## config.mk

```make
export PLATFORM = sky130hd
export DESIGN_NAME = keccak_byte_packer_flat
export DESIGN_NICKNAME = d
export VERILOG_FILES = /design/src/rtl/keccak_pkg.sv /design/src/rtl/keccak_byte_packer_if.sv /design/src/rtl/keccak_byte_packer.sv /design/src/flat_wrapper.sv
export SDC_FILE = /design/constraint.sdc
export NUM_CORES = 1
export LEC_CHECK = 0
export BUFFER_PORTS_ARGS = -buffer_cell sky130_fd_sc_hd__buf_2
export CORE_MARGIN = 5
export CORE_UTILIZATION = 60
export DETAILED_ROUTE_END_ITERATION = 8
export GPL_TIMING_DRIVEN = 0
export PLACE_DENSITY = 0.84
export SLEW_MARGIN = 20
export SYNTH_ARGS = -nofsm -noshare
export SYNTH_HDL_FRONTEND = slang
export SYNTH_SLANG_ARGS = --single-unit
```

## constraint.sdc

```tcl
create_clock -name clk -period 4.7 [get_ports clk]
set_input_delay 0.47 -clock clk [delete_from_list [all_inputs] [get_ports clk]]
set_output_delay 0.47 -clock clk [all_outputs]
set_load 0.02 [all_outputs]
```

## src/rtl/keccak_pkg.sv

```systemverilog
// Shared types and sizing for the keccak byte-stream front end.
// Lane 0 of a word is the most significant byte (bits [31:24]).
package keccak_pkg;

    localparam int WORD_BYTES = 4;
    localparam int LANE_W     = 8;
    localparam int BYTE_NUM_W = 2;
    localparam int WORD_W     = WORD_BYTES * LANE_W;

    typedef enum logic [2:0] {
        IDLE,
        RST,
        PACK,
        FLUSH,
        WAIT
    } state_e;

    function automatic logic [WORD_W-1:0] put_lane(input logic [WORD_W-1:0]     w,
                                                   input logic [BYTE_NUM_W-1:0] lane,
                                                   input logic [LANE_W-1:0]     b);
        logic [WORD_W-1:0] r;
        r = w;
        case (lane)
            2'd0:    r[31:24] = b;
            2'd1:    r[23:16] = b;
            2'd2:    r[15:8]  = b;
            default: r[7:0]   = b;
        endcase
        return r;
    endfunction

    // Fill every lane after 'lane' with the pad value.
    function automatic logic [WORD_W-1:0] pad_after(input logic [WORD_W-1:0]     w,
                                                    input logic [BYTE_NUM_W-1:0] lane,
                                                    input logic [LANE_W-1:0]     pad);
        logic [WORD_W-1:0] r;
        case (lane)
            2'd0:    r = {w[31:24], {3{pad}}};
            2'd1:    r = {w[31:16], {2{pad}}};
            2'd2:    r = {w[31:8], pad};
            default: r = w;
        endcase
        return r;
    endfunction

endpackage

```

## src/rtl/keccak_byte_packer_if.sv

```systemverilog
// Byte-stream input and keccak core word interface of the packer.
// master = packer side, slave = byte source / core side.
interface keccak_byte_packer_if;
    import keccak_pkg::*;

    logic [LANE_W-1:0]     s_byte;
    logic                  s_valid;
    logic                  s_last;
    logic                  s_ready;
    logic                  k_reset;
    logic [WORD_W-1:0]     k_in;
    logic                  k_in_ready;
    logic                  k_is_last;
    logic [BYTE_NUM_W-1:0] k_byte_num;
    logic                  k_buffer_full;
    logic                  k_out_ready;
    logic                  busy;

    modport master (
        input  s_byte, s_valid, s_last, k_buffer_full, k_out_ready,
        output s_ready, k_reset, k_in, k_in_ready, k_is_last, k_byte_num, busy
    );

    modport slave (
        output s_byte, s_valid, s_last, k_buffer_full, k_out_ready,
        input  s_ready, k_reset, k_in, k_in_ready, k_is_last, k_byte_num, busy
    );

endinterface

```

## src/rtl/keccak_byte_packer.sv

```systemverilog
// Packs a valid/ready byte stream MSB-first into 32-bit keccak words, one core reset per message.
// Latency: word strobe 1 clk after its last byte (2 clk for a message's first byte); k_buffer_full stalls s_ready while a word is held.
module keccak_byte_packer
    import keccak_pkg::*;
#(
    parameter logic [LANE_W-1:0] PAD_BYTE = 8'h00
) (
    input  logic                 clk,
    input  logic                 reset_n,
    keccak_byte_packer_if.master bus
);

    localparam logic [BYTE_NUM_W-1:0] LAST_LANE = BYTE_NUM_W'(WORD_BYTES - 1);

    state_e                state_q, state_d;
    logic [WORD_W-1:0]     acc_q, acc_d;
    logic [BYTE_NUM_W-1:0] cnt_q, cnt_d;
    logic [WORD_W-1:0]     word_q, word_d;
    logic [BYTE_NUM_W-1:0] bnum_q, bnum_d;
    logic                  last_q, last_d;
    logic                  word_valid_q, word_valid_d;
    logic                  done_q, done_d;
    logic                  flush_q, flush_d;
    logic                  k_reset_q, k_reset_d;
    logic                  busy_q, busy_d;

    logic                  s_ready;
    logic                  fire_out;
    logic                  accept;
    logic [WORD_W-1:0]     acc_w;

    always_comb begin
        state_d      = state_q;
        acc_d        = acc_q;
        cnt_d        = cnt_q;
        word_d       = word_q;
        bnum_d       = bnum_q;
        last_d       = last_q;
        word_valid_d = word_valid_q;
        done_d       = done_q;
        flush_d      = flush_q;
        k_reset_d    = 1'b0;
        s_ready      = 1'b0;

        fire_out = word_valid_q & ~bus.k_buffer_full;

        // k_reset_q is only high in IDLE straight after reset, which keeps s_ready low until release.
        case (state_q)
            IDLE:    s_ready = ~k_reset_q;
            PACK:    s_ready = ~done_q & (~word_valid_q | ~bus.k_buffer_full);
            default: s_ready = 1'b0;
        endcase

        accept = bus.s_valid & s_ready;
        acc_w  = put_lane(acc_q, cnt_q, bus.s_byte);

        if (fire_out) begin
            word_valid_d = 1'b0;
        end

        case (state_q)
            IDLE: begin
                if (accept) begin
                    acc_d     = bus.s_last ? pad_after(put_lane('0, 2'd0, bus.s_byte), 2'd0, PAD_BYTE)
                                           : put_lane('0, 2'd0, bus.s_byte);
                    cnt_d     = 2'd1;
                    done_d    = bus.s_last;
                    flush_d   = 1'b0;
                    k_reset_d = 1'b1;
                    state_d   = RST;
                end
            end
            RST: begin
                state_d = PACK;
                // A one-byte message is held in acc until the core reset has been issued.
                if (done_q) begin
                    word_d       = acc_q;
                    last_d       = 1'b1;
                    bnum_d       = 2'd1;
                    word_valid_d = 1'b1;
                    acc_d        = '0;
                    cnt_d        = '0;
                end
            end
            PACK: begin
                if (accept) begin
                    if (bus.s_last && cnt_q != LAST_LANE) begin
                        word_d       = pad_after(acc_w, cnt_q, PAD_BYTE);
                        last_d       = 1'b1;
                        bnum_d       = cnt_q + 2'd1;
                        word_valid_d = 1'b1;
                        done_d       = 1'b1;
                        acc_d        = '0;
                        cnt_d        = '0;
                    end else if (cnt_q == LAST_LANE) begin
                        word_d       = acc_w;
                        last_d       = 1'b0;
                        bnum_d       = '0;
                        word_valid_d = 1'b1;
                        done_d       = bus.s_last;
                        flush_d      = bus.s_last;
                        acc_d        = '0;
                        cnt_d        = '0;
                    end else begin
                        acc_d = acc_w;
                        cnt_d = cnt_q + 2'd1;
                    end
                end else if (done_q && fire_out) begin
                    if (flush_q) begin
                        // Message ended on a word boundary: follow with an empty last word.
                        word_d       = '0;
                        last_d       = 1'b1;
                        bnum_d       = '0;
                        word_valid_d = 1'b1;
                        flush_d      = 1'b0;
                        state_d      = FLUSH;
                    end else begin
                        state_d = WAIT;
                    end
                end
            end
            FLUSH: begin
                if (fire_out) begin
                    state_d = WAIT;
                end
            end
            WAIT: begin
                if (bus.k_out_ready) begin
                    done_d  = 1'b0;
                    state_d = IDLE;
                end
            end
            default: state_d = IDLE;
        endcase

        busy_d = (state_d != IDLE);
    end

    always_ff @(posedge clk) begin
        if (!reset_n) begin
            state_q      <= IDLE;
            acc_q        <= '0;
            cnt_q        <= '0;
            word_q       <= '0;
            bnum_q       <= '0;
            last_q       <= 1'b0;
            word_valid_q <= 1'b0;
            done_q       <= 1'b0;
            flush_q      <= 1'b0;
            k_reset_q    <= 1'b1;
            busy_q       <= 1'b0;
        end else begin
            state_q      <= state_d;
            acc_q        <= acc_d;
            cnt_q        <= cnt_d;
            word_q       <= word_d;
            bnum_q       <= bnum_d;
            last_q       <= last_d;
            word_valid_q <= word_valid_d;
            done_q       <= done_d;
            flush_q      <= flush_d;
            k_reset_q    <= k_reset_d;
            busy_q       <= busy_d;
        end
    end

    assign bus.s_ready    = s_ready;
    assign bus.k_reset    = k_reset_q;
    assign bus.k_in       = word_q;
    assign bus.k_in_ready = fire_out;
    assign bus.k_is_last  = fire_out & last_q;
    assign bus.k_byte_num = bnum_q;
    assign bus.busy       = busy_q;

endmodule

```

## src/flat_wrapper.sv

```systemverilog
// flat-port wrapper written by rule: the top's interface ports become plain ports
module keccak_byte_packer_flat import keccak_pkg::*;
#(
    parameter logic [LANE_W-1:0] PAD_BYTE = 8'h00
)
  (clk, reset_n, bus_s_byte, bus_s_valid, bus_s_last, bus_k_buffer_full, bus_k_out_ready, bus_s_ready, bus_k_reset, bus_k_in, bus_k_in_ready, bus_k_is_last, bus_k_byte_num, bus_busy);
  keccak_byte_packer_if bus_i ();
  input  logic clk;
  input  logic reset_n;
  input wire logic [$bits(bus_i.s_byte)-1:0] bus_s_byte;
  input wire logic [$bits(bus_i.s_valid)-1:0] bus_s_valid;
  input wire logic [$bits(bus_i.s_last)-1:0] bus_s_last;
  input wire logic [$bits(bus_i.k_buffer_full)-1:0] bus_k_buffer_full;
  input wire logic [$bits(bus_i.k_out_ready)-1:0] bus_k_out_ready;
  output wire logic [$bits(bus_i.s_ready)-1:0] bus_s_ready;
  output wire logic [$bits(bus_i.k_reset)-1:0] bus_k_reset;
  output wire logic [$bits(bus_i.k_in)-1:0] bus_k_in;
  output wire logic [$bits(bus_i.k_in_ready)-1:0] bus_k_in_ready;
  output wire logic [$bits(bus_i.k_is_last)-1:0] bus_k_is_last;
  output wire logic [$bits(bus_i.k_byte_num)-1:0] bus_k_byte_num;
  output wire logic [$bits(bus_i.busy)-1:0] bus_busy;
  assign bus_i.s_byte = bus_s_byte;
  assign bus_i.s_valid = bus_s_valid;
  assign bus_i.s_last = bus_s_last;
  assign bus_i.k_buffer_full = bus_k_buffer_full;
  assign bus_i.k_out_ready = bus_k_out_ready;
  assign bus_s_ready = bus_i.s_ready;
  assign bus_k_reset = bus_i.k_reset;
  assign bus_k_in = bus_i.k_in;
  assign bus_k_in_ready = bus_i.k_in_ready;
  assign bus_k_is_last = bus_i.k_is_last;
  assign bus_k_byte_num = bus_i.k_byte_num;
  assign bus_busy = bus_i.busy;
  keccak_byte_packer #(.PAD_BYTE(PAD_BYTE)) u_core (.clk(clk), .reset_n(reset_n), .bus(bus_i));
endmodule
```

## Word level (Yosys, flattened, before mapping)

Index checks and enable logic that the tools add are counted.
W data, S select, Z words.

| word-level totals | value |
|---|---|
| flip-flop bits (word level) | 77 |
| input bits | 14 |
| output and inout port bits | 39 |
| logic and storage cells | 120 |

| cells by class | value |
|---|---|
| add/subtract/negate cells | 1 |
| equal/unequal tests | 18 |
| multiplexer cells | 67 |
| bitwise gates (word level) | 9 |
| reduce and logical (&&, ||, !) cells | 14 |

Operators by type and width:

| cell | number |
|---|---|
| $mux W32 | 11 |
| $pmux W32 S3 | 1 |
| $pmux W24 S3 | 1 |
| $pmux W32 S2 | 1 |
| $mux W8 | 4 |
| $mux W1 | 24 |
| $mux W2 | 11 |
| $mux W3 | 6 |
| $pmux W3 S5 | 1 |
| $reduce_and A5 Y1 | 3 |
| $ne A3 B1 Y1 const B | 3 |
| $reduce_bool A3 Y1 | 3 |
| $pmux W1 S2 | 4 |
| $eq A3 B2 Y1 const B | 2 |
| $ne A2 B1 Y1 const B | 3 |
| $ne A3 B3 Y1 const B | 2 |
| $pmux W2 S3 | 1 |
| $and A1 B1 Y1 | 4 |
| $eq A2 B2 Y1 const B | 2 |
| $ne A2 B2 Y1 const B | 2 |
| $ne A4 B4 Y1 const B | 1 |
| $not A1 Y1 | 4 |
| $pmux W2 S2 | 1 |
| $reduce_and A4 Y1 | 1 |
| 11 further kinds | 13 |

## Logic depth before layout (Yosys ltp)

| logic depth | value |
|---|---|
| depth after elaboration | 8 |
| gate-level depth with buffers | 8 |

## Worst setup path after synthesis

OpenSTA, ideal clock, no wires.

| timing | value |
|---|---|
| kind | reg-to-output |
| start | register u_core.state_q[0] |
| end | output port bus_s_ready |
| data arrival time | 1.247 ns |
| setup slack | 2.983 ns |
| stages on the path, launching flop included | 5 |
| buffers on the path | 2 |
| cells stage by stage | dfxtp_1 > buf_2 > nor3b_4 > buf_2 > a22o_1 |

| between the ends | value |
|---|---|
| longest elaborated chain between the ends | 2 |

Ends and longest elaborated chain:

| what | RTL line | RTL |
|---|---|---|
| from (decl) | keccak_byte_packer.sv:15 | `state_e state_q, state_d;` |
| from (signal assigned) | keccak_byte_packer.sv:153 | `state_q <= state_d;` |
| $eq A3 B2 Y1 or $logic_not A3 Y1 (tied branches) | keccak_byte_packer.sv:48 | `case (state_q)` |
| $pmux W1 S2 (*) | keccak_byte_packer.sv:48 |  |
| to (decl) | flat_wrapper.sv:15 | `output wire logic [$bits(bus_i.s_ready)-1:0] bus_s_ready;` |

Mark *: on every way between the ends. The rest lies on a longest branch, timed or not.

## Worst setup path after layout

Ends and elaborated chain as after synthesis.

==> out/metrics.cfg <==
[clocking]
tritoncts = yes
clk_latency_ns = 0.36
root_buffer = clkbuf_8
postCtsSetupBuffers = 0
post_cts_resized = 0
cts_hold_buffers = 0
cts_buffers = 9
path_clk_slew_ns = 0.08
cts_max_path_buffers = 2
clock_sinks = 77
h-tree-depth = 3

[global_route]
track_usage_pct = 25.7
antenna_found_initial = 0
grt_pass1_vias = 2922
grt_overflow_total = 0
grt_pass1_wl_mm = 14.4
grt_max_degree = 14

[outcome]
outcome = finished clean

[routing]
drt_iter0_drc = 306
routedWlPerCell_um = 17.6
detail-route-antenna-nets = 0
vias = 3088
drt-total-wl_mm = 8.89
first_pass_iters = 5
drc = 0
vias_per_cell = 6.13

[floorplan]
die_x_um = 83.8
dieArea_um2 = 7020
pin_count = 53
die_y_um = 83.8
start_util_pct = 62.8
rows = 26
core_um2 = 5200

[job]
drv_cap = 0

[worst_hold_path]
min_from = bus_s_byte[0]
min_path_type = in2reg
hold_path_depth = 3
min_to = u_core.acc_q[8]$_SDFFE_PN0P_

[cells_and_area]
nFillCells = 405
nets = 448
drive_above_1_share_pct = 19.6
num_antenna_cells = 0
syn_to_final_growth_pct = 15.5

[power_and_ir_drop]
p_total_mw = 1.30
power_leakage_nw = 1.54
ir_drop_mv = 0.263
powerDensity_nw_per_um2 = 345

[critical_path]
rr_startpoint = u_core.cnt_q[0]$_SDFFE_PN0P_
cp_max_fo = 10
cp.arrival_ns = 1.90
ff2ff_setup_slack_ns = 2.46
ff2ff_path_depth = 7
critical_path.startpoint_type = register
path_class = reg2out
reg2reg_to = u_core.bus.k_in[11]$_SDFFE_PN0P_
worst-endpoint-required_ns = 4.23
cp-end-kind = output port

[logic_synthesis]
ys_ff_latch = 77
netlist.area_leader.share_pct = 47.1
ys_seq_area_share_pct = 47.1
yosysWarningCount = 0
synth-edff-count = 0
syn_nets = 386
synth.avg_cell_area_um2 = 8.88
synth_area_um2 = 3270
synth_flop_cell = dfxtp_1
yosysUniqueCellTypes = 48
synth_most_common_cell = dfxtp_1
syn_inst = 368
synthArstFlopShare_pct = 0
synth_top_cell_by_area = dfxtp_1
synth_area_leaders = dfxtp_1 (47%), a22oi_1 (7.1%), o21ai_0 (6.1%)
synth_common_cells = dfxtp_1 (77), o21ai_0 (40), a21oi_1 (38), a22oi_1 (31), nand2_1 (30)

[timing]
setup-violations-final = 0
fin_skew_ns = 0.0108
hold_viol = 0
worst_pin_slew_ns = 0.695
slew_viol_final = 0
slew-limit-headroom_pct = 53.7
fin_crit_sh_pct = 50.5
rsz0062_at_grt = false
max_freq_mhz = 421
finalCriticalPeriod_ns = 2.37
fin_tns_setup_ns = 0

[place]
io_buffers = 51
gp_congestion = 0.989
hpwlAfterDp_mm = 6.20

## cells by family (layout without fill, tap and decap cells)
group | count (synthesis) | in the layout | share of synthesized area, %
flip-flops | 77 | 77 | 47.1
AND/OR/NAND/NOR | 85 | 85 | 13.8
adder cells (fa/ha/maj) | 4 | 4 | 1.53
AO/OA/AOI/OAI | 170 | 170 | 33.1
buffers and inverters | 31 | 97 | 4.13
multiplexers | 1 | 1 | 0.306
## worst max path at each step
stage / from / end / slack (ns) / cells after the start
after floorplan: u_core.state_q[0]$_SDFF_PN0_ / bus_s_ready / 2.98 / 4
after global placement: bus_k_buffer_full / u_core.bus.k_in[17]$_SDFFE_PN0P_ / 2.38 / 6
after detailed placement: bus_k_buffer_full / u_core.bus.k_in[17]$_SDFFE_PN0P_ / 2.35 / 6
after CTS: u_core.state_q[0]$_SDFF_PN0_ / bus_s_ready / 2.33 / 5
after global routing: u_core.state_q[0]$_SDFF_PN0_ / bus_s_ready / 2.22 / 5
final: u_core.state_q[0]$_SDFF_PN0_ / bus_s_ready / 2.33 / 5
## layout make-up
type / instances / area [um^2] / area share (%)
Clock inverter: 6 / 41.3 / 1.09
Tap cell: 70 / 87.6 / 2.32
Timing Repair Buffer: 51 / 255 / 6.76
Clock buffer: 9 / 124 / 3.28
Sequential cell: 77 / 1540 / 40.8
Inverter: 6 / 22.5 / 0.596
Buffer: 25 / 113 / 2.98
Multi-Input combinational cell: 260 / 1590 / 42.2
## registers in the layout (all words and copies together), names as in the netlist
| name | count |
|---|---|
| u_core.done_q | 1 |
| u_core.bus.busy | 1 |
| u_core.bus.k_reset | 1 |
| u_core.acc_q | 32 |
| u_core.word_valid_q | 1 |
| u_core.bus.k_byte_num | 2 |
| u_core.bus.k_in | 32 |
| u_core.state_q | 3 |
| u_core.last_q | 1 |
| u_core.flush_q | 1 |
| u_core.cnt_q | 2 |
## power breakdown
part           internal (mW)  total (mW)  switching, mW
combinational         0.0562       0.177          0.121
sequential             0.680       0.695         0.0152
clock                  0.188       0.429          0.241
## critical path, cell delays in order, from the launching register on
cell and delay [ns]:
dfxtp_1 0.30, buf_2 0.16, nor3b_4 0.45, buf_2 0.32, a22o_1 0.16, buf_2 0.15
## placed cells by master, fill, tap and decap left out, drive strengths merged, types with 7 or more instances in the layout
cell type   n
buf        63
nand3       7
o21ai      54
dfxtp      77
a22o        9
a21boi     20
clkbuf     22
and2       13
a21oi      39
a22oi      31
nand2      30
nor2       12
## metrics by stage
step / hold slack [ns] / setup slack (ns) / area (um^2) / std cells / util (%)
final: 0.424 / 2.33 / 3780 / 504 / 72.6
after global routing: 0.425 / 2.22 / 3780 / 504 / 72.6
after detailed placement: 0.448 / 2.35 / 3610 / 489 / 69.4
after global placement: 0.442 / 2.38 / 3610 / 489 / 69.4
after CTS: 0.419 / 2.33 / 3780 / 504 / 72.6
after floorplan: 0.430 / 2.98 / 3270 / 368 / -
## metal layers
layer  GRT usage [%]  share of wire, %
met1            34.6                44
met2            39.6                45
met4            9.80               2.5
met5               0                 0
met3            6.32               8.5
(Power assumes the default switching activity.)
